$ cat src/rtl/ripple_ext_pkg.sv
`default_nettype none
// ============================================================================
// Module      : ripple_ext_pkg
// Description : Shared types and width helpers for the ripple count extender.
//               Holds the snapshot FSM encoding and the sizing functions.
//               Optional feature macro: RIPPLE_EXT_DELTA_EN (used by the top).
// Revision    : 1.0 - initial release
// ============================================================================
package ripple_ext_pkg;

    // Snapshot FSM states; the state register itself uses the localparam
    // copies below so it stays a plain explicit-width vector.
    typedef enum logic [1:0] {
        IDLE = 2'd0,
        WAIT = 2'd1,
        HOLD = 2'd2
    } snap_state_e;

    localparam int         c_ST_W    = 2;
    localparam logic [1:0] c_ST_IDLE = IDLE;
    localparam logic [1:0] c_ST_WAIT = WAIT;
    localparam logic [1:0] c_ST_HOLD = HOLD;

    // Width of the full snapshot: extension on top of the sampled bits.
    function automatic int total_width(input int in_w, input int ext_w);
        return in_w + ext_w;
    endfunction

    // Run counter must be able to hold the value STABLE_CYCLES itself.
    function automatic int run_width(input int stable_cycles);
        return $clog2(stable_cycles + 1);
    endfunction

endpackage
`default_nettype wire

$ cat src/rtl/ripple_count_extender_sync_2ff.sv
`default_nettype none
// ============================================================================
// Module      : sync_2ff
// Description : Single-bit two-flop synchronizer, synchronous reset to 0.
// Revision    : 1.0 - initial release
// ============================================================================
module sync_2ff (
    input  logic clk,
    input  logic reset,
    input  logic d,
    output logic q
);

    logic r_meta;
    logic r_sync;

    // Two back-to-back flops give the first stage a cycle to resolve.
    always_ff @(posedge clk) begin
        if (reset) begin
            r_meta <= 1'b0;
            r_sync <= 1'b0;
        end else begin
            r_meta <= d;
            r_sync <= r_meta;
        end
    end

    assign q = r_sync;

endmodule
`default_nettype wire

$ cat src/rtl/ripple_count_extender.sv
`default_nettype none
// ============================================================================
// Module      : ripple_count_extender
// Description : Samples an asynchronous ripple counter, filters transients,
//               extends it with a wrap counter and returns snapshots over a
//               valid/ready handshake.
//               Optional feature macro: RIPPLE_EXT_DELTA_EN adds snap_delta,
//               the difference between consecutive snapshots.
// Revision    : 1.0 - initial release
// ============================================================================
module ripple_count_extender
    import ripple_ext_pkg::*;
#(
    parameter int IN_WIDTH      = 4,
    parameter int EXT_WIDTH     = 12,
    parameter int STABLE_CYCLES = 2
) (
    input  logic                          clk,
    input  logic                          reset,
    input  logic [IN_WIDTH-1:0]           cnt_in,
    input  logic                          src_clear,
    input  logic                          snap_req,
    output logic                          snap_valid,
    input  logic                          snap_ready,
    output logic [IN_WIDTH+EXT_WIDTH-1:0] snap_count,
    output logic                          wrap_pulse,
    output logic                          ext_overflow
`ifdef RIPPLE_EXT_DELTA_EN
    ,
    output logic [IN_WIDTH+EXT_WIDTH-1:0] snap_delta
`endif
);

    localparam int c_TW = total_width(IN_WIDTH, EXT_WIDTH);
    localparam int c_RW = run_width(STABLE_CYCLES);
    localparam logic [c_RW-1:0] c_RUN_MAX = c_RW'(STABLE_CYCLES);

    logic [IN_WIDTH-1:0]  w_sync;
    logic [IN_WIDTH-1:0]  r_prev;
    logic [c_RW-1:0]      r_run;
    logic [IN_WIDTH-1:0]  r_stable;
    logic [EXT_WIDTH-1:0] r_ext;
    logic                 r_ovf;
    logic                 r_wrap;
    logic [c_ST_W-1:0]    r_state;
    logic [c_TW-1:0]      r_snap_count;
    logic                 r_snap_valid;

    logic [c_RW-1:0]      w_run_next;
    logic [IN_WIDTH-1:0]  w_stable_next;
    logic [EXT_WIDTH-1:0] w_ext_next;
    logic                 w_accept;
    logic                 w_wrap;
    logic                 w_capture;
    logic [c_TW-1:0]      w_capture_value;

    genvar gi;
    generate
        for (gi = 0; gi < IN_WIDTH; gi = gi + 1) begin : g_sync
            sync_2ff u_sync (
                .clk   (clk),
                .reset (reset),
                .d     (cnt_in[gi]),
                .q     (w_sync[gi])
            );
        end
    endgenerate

    // Run length of the current sample, acceptance, wrap and next state of
    // the tracked value; src_clear overrides everything else.
    always_comb begin
        if (w_sync != r_prev) begin
            w_run_next = c_RW'(1);
        end else if (r_run == c_RUN_MAX) begin
            w_run_next = r_run;
        end else begin
            w_run_next = r_run + c_RW'(1);
        end
        // Saturation makes "reached" equivalent to "equals the maximum".
        w_accept      = (w_run_next == c_RUN_MAX) && (w_sync != r_stable);
        w_wrap        = w_accept && (w_sync < r_stable);
        w_stable_next = w_accept ? w_sync : r_stable;
        w_ext_next    = r_ext + EXT_WIDTH'(w_wrap);
        if (src_clear) begin
            w_run_next    = '0;
            w_stable_next = '0;
            w_ext_next    = '0;
        end
        w_capture       = (r_state == c_ST_WAIT) && (w_run_next == c_RUN_MAX);
        w_capture_value = {w_ext_next, w_stable_next};
    end

    // Filter, stable value, extension counter and sticky overflow.
    always_ff @(posedge clk) begin
        if (reset) begin
            r_prev   <= '0;
            r_run    <= '0;
            r_stable <= '0;
            r_ext    <= '0;
            r_wrap   <= 1'b0;
            r_ovf    <= 1'b0;
        end else begin
            r_prev   <= w_sync;
            r_run    <= w_run_next;
            r_stable <= w_stable_next;
            r_ext    <= w_ext_next;
            r_wrap   <= w_wrap && !src_clear;
            if (src_clear) begin
                r_ovf <= 1'b0;
            end else if (w_wrap && (&r_ext)) begin
                r_ovf <= 1'b1;
            end
        end
    end

    // Snapshot FSM: arm on request, capture once the value is stable, hold
    // until the reader takes it. Requests outside IDLE are dropped.
    always_ff @(posedge clk) begin
        if (reset) begin
            r_state      <= c_ST_IDLE;
            r_snap_count <= '0;
            r_snap_valid <= 1'b0;
        end else begin
            case (r_state)
                c_ST_IDLE: begin
                    if (snap_req) begin
                        r_state <= c_ST_WAIT;
                    end
                end
                c_ST_WAIT: begin
                    if (w_capture) begin
                        r_snap_count <= w_capture_value;
                        r_snap_valid <= 1'b1;
                        r_state      <= c_ST_HOLD;
                    end
                end
                c_ST_HOLD: begin
                    if (snap_ready) begin
                        r_snap_valid <= 1'b0;
                        r_state      <= c_ST_IDLE;
                    end
                end
                default: begin
                    r_snap_valid <= 1'b0;
                    r_state      <= c_ST_IDLE;
                end
            endcase
        end
    end

`ifdef RIPPLE_EXT_DELTA_EN
    logic [c_TW-1:0] r_prev_snap;
    logic [c_TW-1:0] r_delta;

    // Delta against the previous capture; a clear restarts from zero so the
    // next snapshot reports its full count.
    always_ff @(posedge clk) begin
        if (reset) begin
            r_prev_snap <= '0;
            r_delta     <= '0;
        end else if (w_capture) begin
            r_delta     <= w_capture_value - r_prev_snap;
            r_prev_snap <= w_capture_value;
        end else if (src_clear) begin
            r_prev_snap <= '0;
        end
    end

    assign snap_delta = r_delta;
`endif

    assign snap_valid   = r_snap_valid;
    assign snap_count   = r_snap_count;
    assign wrap_pulse   = r_wrap;
    assign ext_overflow = r_ovf;

endmodule
`default_nettype wire

$ cat config.mk
export PLATFORM = sky130hd
export DESIGN_NAME = ripple_count_extender
export DESIGN_NICKNAME = d
export VERILOG_FILES = /design/src/rtl/ripple_ext_pkg.sv /design/src/rtl/ripple_count_extender_sync_2ff.sv /design/src/rtl/ripple_count_extender.sv
export SDC_FILE = /design/constraint.sdc
export NUM_CORES = 1
export LEC_CHECK = 0
export CORE_AREA = 2 2 72 74
export CTS_BUF_LIST = sky130_fd_sc_hd__clkbuf_4 sky130_fd_sc_hd__clkbuf_8 sky130_fd_sc_hd__clkbuf_16
export DETAILED_ROUTE_END_ITERATION = 8
export DIE_AREA = 0 0 74 76
export HOLD_SLACK_MARGIN = 0.06
export PLACE_DENSITY = 0.65
export SLEW_MARGIN = 5
export SYNTH_ARGS = -nofsm -noshare
export SYNTH_HDL_FRONTEND = slang
export SYNTH_SLANG_ARGS = --single-unit
$ cat constraint.sdc
create_clock -name clk -period 6.1 [get_ports clk]
set_input_delay 0.915 -clock clk [delete_from_list [all_inputs] [get_ports clk]]
set_output_delay 0.915 -clock clk [all_outputs]
set_load 0.01 [all_outputs]
==> impl_metrics.csv <==
group,metric,value,unit
run_status,status,"completed",
detailed_routing,drtIter0Drc,74,
timing,fin_setup_tns,0,ns
timing,rsz0062_at_grt,"false",
yosys,synth.most_common_cell,"dfxtp_1",
cts,hold_buffers,0,
critical_path,cp_max_fo,26,
yosys,ys_ff_latch,51,
detailed_routing,drcViolationCount,0,
cts,cts-root-buf,"clkbuf_8",
critical_path,path_cells,"xnor2_1 > nand4_1 > nor3_1 > ha_1 > ha_1 > nand3_1 > xor2_1 > or3_1 > a21oi_1",
run,max_cap_viol_count,0,
floorplan,die_h,76,um
critical_path,crit_top_cell,"ha_1",
layout,final_cell_count_no_fill,320,
min_path,min_to,"g_sync[0].u_sync.q",
detailed_routing,met2_wirelength,2110,um
layout,n_antenna_cell,0,
grt,antenna_found_initial,0,
yosys,synth_edf_count,0,
yosys,synth_compound_area_frac,0.137,
pwr,p_per_area,258,nW/um^2
critical_path,end_kind,"flop",
floorplan,initial_core_util,0.425,
timing,fmaxAchievable,311,MHz
detailed_routing,drt_wl_total,4490,um
critical_path,critPathSlowestCell,"nand4_1",
cts,clk_latency,0.30,ns
critical_path,r2r_cells,9,
floorplan,num_rows,26,
layout,final_nets,266,
placed_design,gp_congestion,0.861,
yosys,synthTopCellsByCount,"51 x dfxtp_1, 19 x o21ai_0, 18 x a21oi_1",
layout,drive_above_1_share,0.0480,
critical_path,reg2reg_from,"g_sync[2].u_sync.q",
critical_path,slowest_delay,0.78,ns
detailed_routing,num_vias,1702,
timing,holdWs,0.447,ns
grt,grtUsageTotal,0.167,
detailed_routing,wire_per_inst,14.0,um
min_path,hold_class,"flop to flop",
layout,num-fill-cells,468,
cts,cts_buffer_depth,2,
cts,post_cts_buffers,0,
timing,final_max_slew_viol_count,0,
cts,htree_levels,2,
floorplan,core_area,4910,um^2
cts,clock-sinks,51,
floorplan,fp.dieW,74,um
yosys,syn_inst,227,
detailed_routing,avgViaCountPerCell,5.32,
layout,syn_to_final_growth,21.6,%
cts,path_clk_slew,0.10,ns
yosys,synth.largest_area_cell,"dfxtp_1",
detailed_routing,wl_met3,179,um
grt,overflow,0,
timing,tightest_slew,1.03,ns
floorplan,die-area,5620,um^2
grt,first_global_vias,1573,
yosys,synth_area,2090,um^2
detailed_routing,drt-pass1-iter-count,4,
critical_path,start_kind,"flop",
cts,cts_buffers,5,
pwr,irDropWorstVdd,0.151,mV
yosys,syn_nets,244,
placed_design,hpwl,3150,um
min_path,min_from,"g_sync[0].u_sync.r_meta",
yosys,synth_xor_area_frac,0.0546,
yosys,yosysUniqueCellTypes,38,
timing,fin_crit_sh,0.527,
yosys,muxShareOfSynthArea,0,
yosys,synthAdderAreaFrac,0.0480,
yosys,async_reset_ff_frac,0,
floorplan,io_pins,28,
min_path,hold-path-cell-count,1,
critical_path,reg2reg_slack,2.89,ns
detailed_routing,wl_met1,2070,um
timing,hold_violations,0,
timing,skew,0.0105,ns
timing,fin_crit,3.21,ns
yosys,synth.area.top_cells,"dfxtp_1 49%, ha_1 4.8%, nor2b_1 4.8%",
placed_design,port_buffers,27,
yosys,synth_top_family_by_area,"simple AND/OR/NAND/NOR gates",
pwr,p_leak,0.862,nW
detailed_routing,top_layer_used,"met4",
timing,setup_viol,0,
grt,grt_max_degree,35,
detailed_routing,postRouteAntennaNets,0,
yosys,ys_seq_area_frac,0.489,
grt,grt_pass1_wl,7250,um
yosys,ys.flop_type,"dfxtp_1",
cts,cts_resized,0,
yosys,avgSynthCellArea,9.19,um^2
critical_path,cp.arrival,3.45,ns
cts,cts_tree,"done",
timing,max-slew-margin-rel,0.309,
yosys,synth-simple-area-share,0.233,
yosys,synth_top_area_frac,0.489,
yosys,yosys_warnings,0,
critical_path,criticalPathCategory,"flop to flop",
critical_path,r2r_end,"snap_count[8]",
critical_path,critPathRequiredTime,6.34,ns
placed_design,placedCellCount,312,
==> placed cells by master (no fill, tap or decap), types with 4 or more instances in the layout <==
cell type and count:
a21oi_1 18, and4_1 4, clkbuf_8 5, clkdlybuf4s50_1 27, dfxtp_1 51, ha_1 8, inv_1 6, nand2_1 7
nand3_1 15, nand4_1 4, nor2_1 16, nor2b_1 16, nor3_1 5, o21ai_0 19, o31ai_1 4, xnor2_1 8
xor2_1 5
==> worst max-delay path by stage <==
stage                             startpoint              to  slack (ns)
after CTS                 g_sync[0].u_sync.q   snap_count[8]        2.91
after detailed placement  g_sync[3].u_sync.q   snap_count[8]        2.97
after global placement             src_clear  snap_count[12]        2.96
final                     g_sync[2].u_sync.q   snap_count[8]        2.89
after global routing      g_sync[2].u_sync.q   snap_count[8]        2.60
after floorplan                     r_run[0]   snap_count[8]        3.59
==> layer usage <==
metal | global-route usage | vias up
met2 | 0.247 | 52
li1 | - | 841
met3 | 0.0384 | 10
met5 | 0 | -
met1 | 0.222 | 799
met4 | 0.0891 | 0
==> state kept, by name, summed over array words and instances, names as in the netlist, 2 cells and up <==
signal / cells
snap_count: 16
r_ext: 12
g_sync.u_sync.q: 4
g_sync.u_sync.r_meta: 4
r_prev: 4
r_stable: 4
r_run: 2
r_state: 2
==> worst max-delay path, delay by kind of cell, from the launching register on <==
family | cells | cell delay, ns
xor+xnor | 2 | 0.38
simple gates | 4 | 1.63
flops | 1 | 0.37
fa+ha+maj | 2 | 0.61
compound gates | 1 | 0.14
==> where the power goes <==
group / switching [mW] / internal (mW)
Clock: 0.110 / 0.163
Sequential: 0.00287 / 0.337
Combinational: 0.0267 / 0.0143
Total: 0.140 / 0.515
==> area by class of cell <==
cell class / instances / area, um^2 / area share
flip-flops and latches: 51 / 1020 / 0.402
multi-input cells: 157 / 992 / 0.391
repair buffers: 28 / 278 / 0.109
well taps: 70 / 87.6 / 0.0345
clock buffers: 5 / 68.8 / 0.0271
clock inverters: 3 / 67.6 / 0.0266
inverters: 6 / 22.5 / 0.00888
==> cell families after synthesis <==
family | after synthesis
and+or+nand+nor | 86
adders and majority gates | 8
xor gates and xnor gates | 13
DFF | 51
AOI/OAI and AO/OA | 50
buffers and inverters | 19
==> through the flow <==
step	util	power (mW)	worst slack, ns	area (um^2)
2_1_floorplan	-	0.375	3.59	2090
3_3_place_gp	0.489	0.388	2.96	2400
3_5_place_dp	0.489	0.389	2.97	2400
4_1_cts	0.517	0.660	2.91	2540
5_1_grt	0.517	0.679	2.60	2540
6_report	0.517	0.655	2.89	2540
Note: power is estimated with default switching activity, not from simulation.
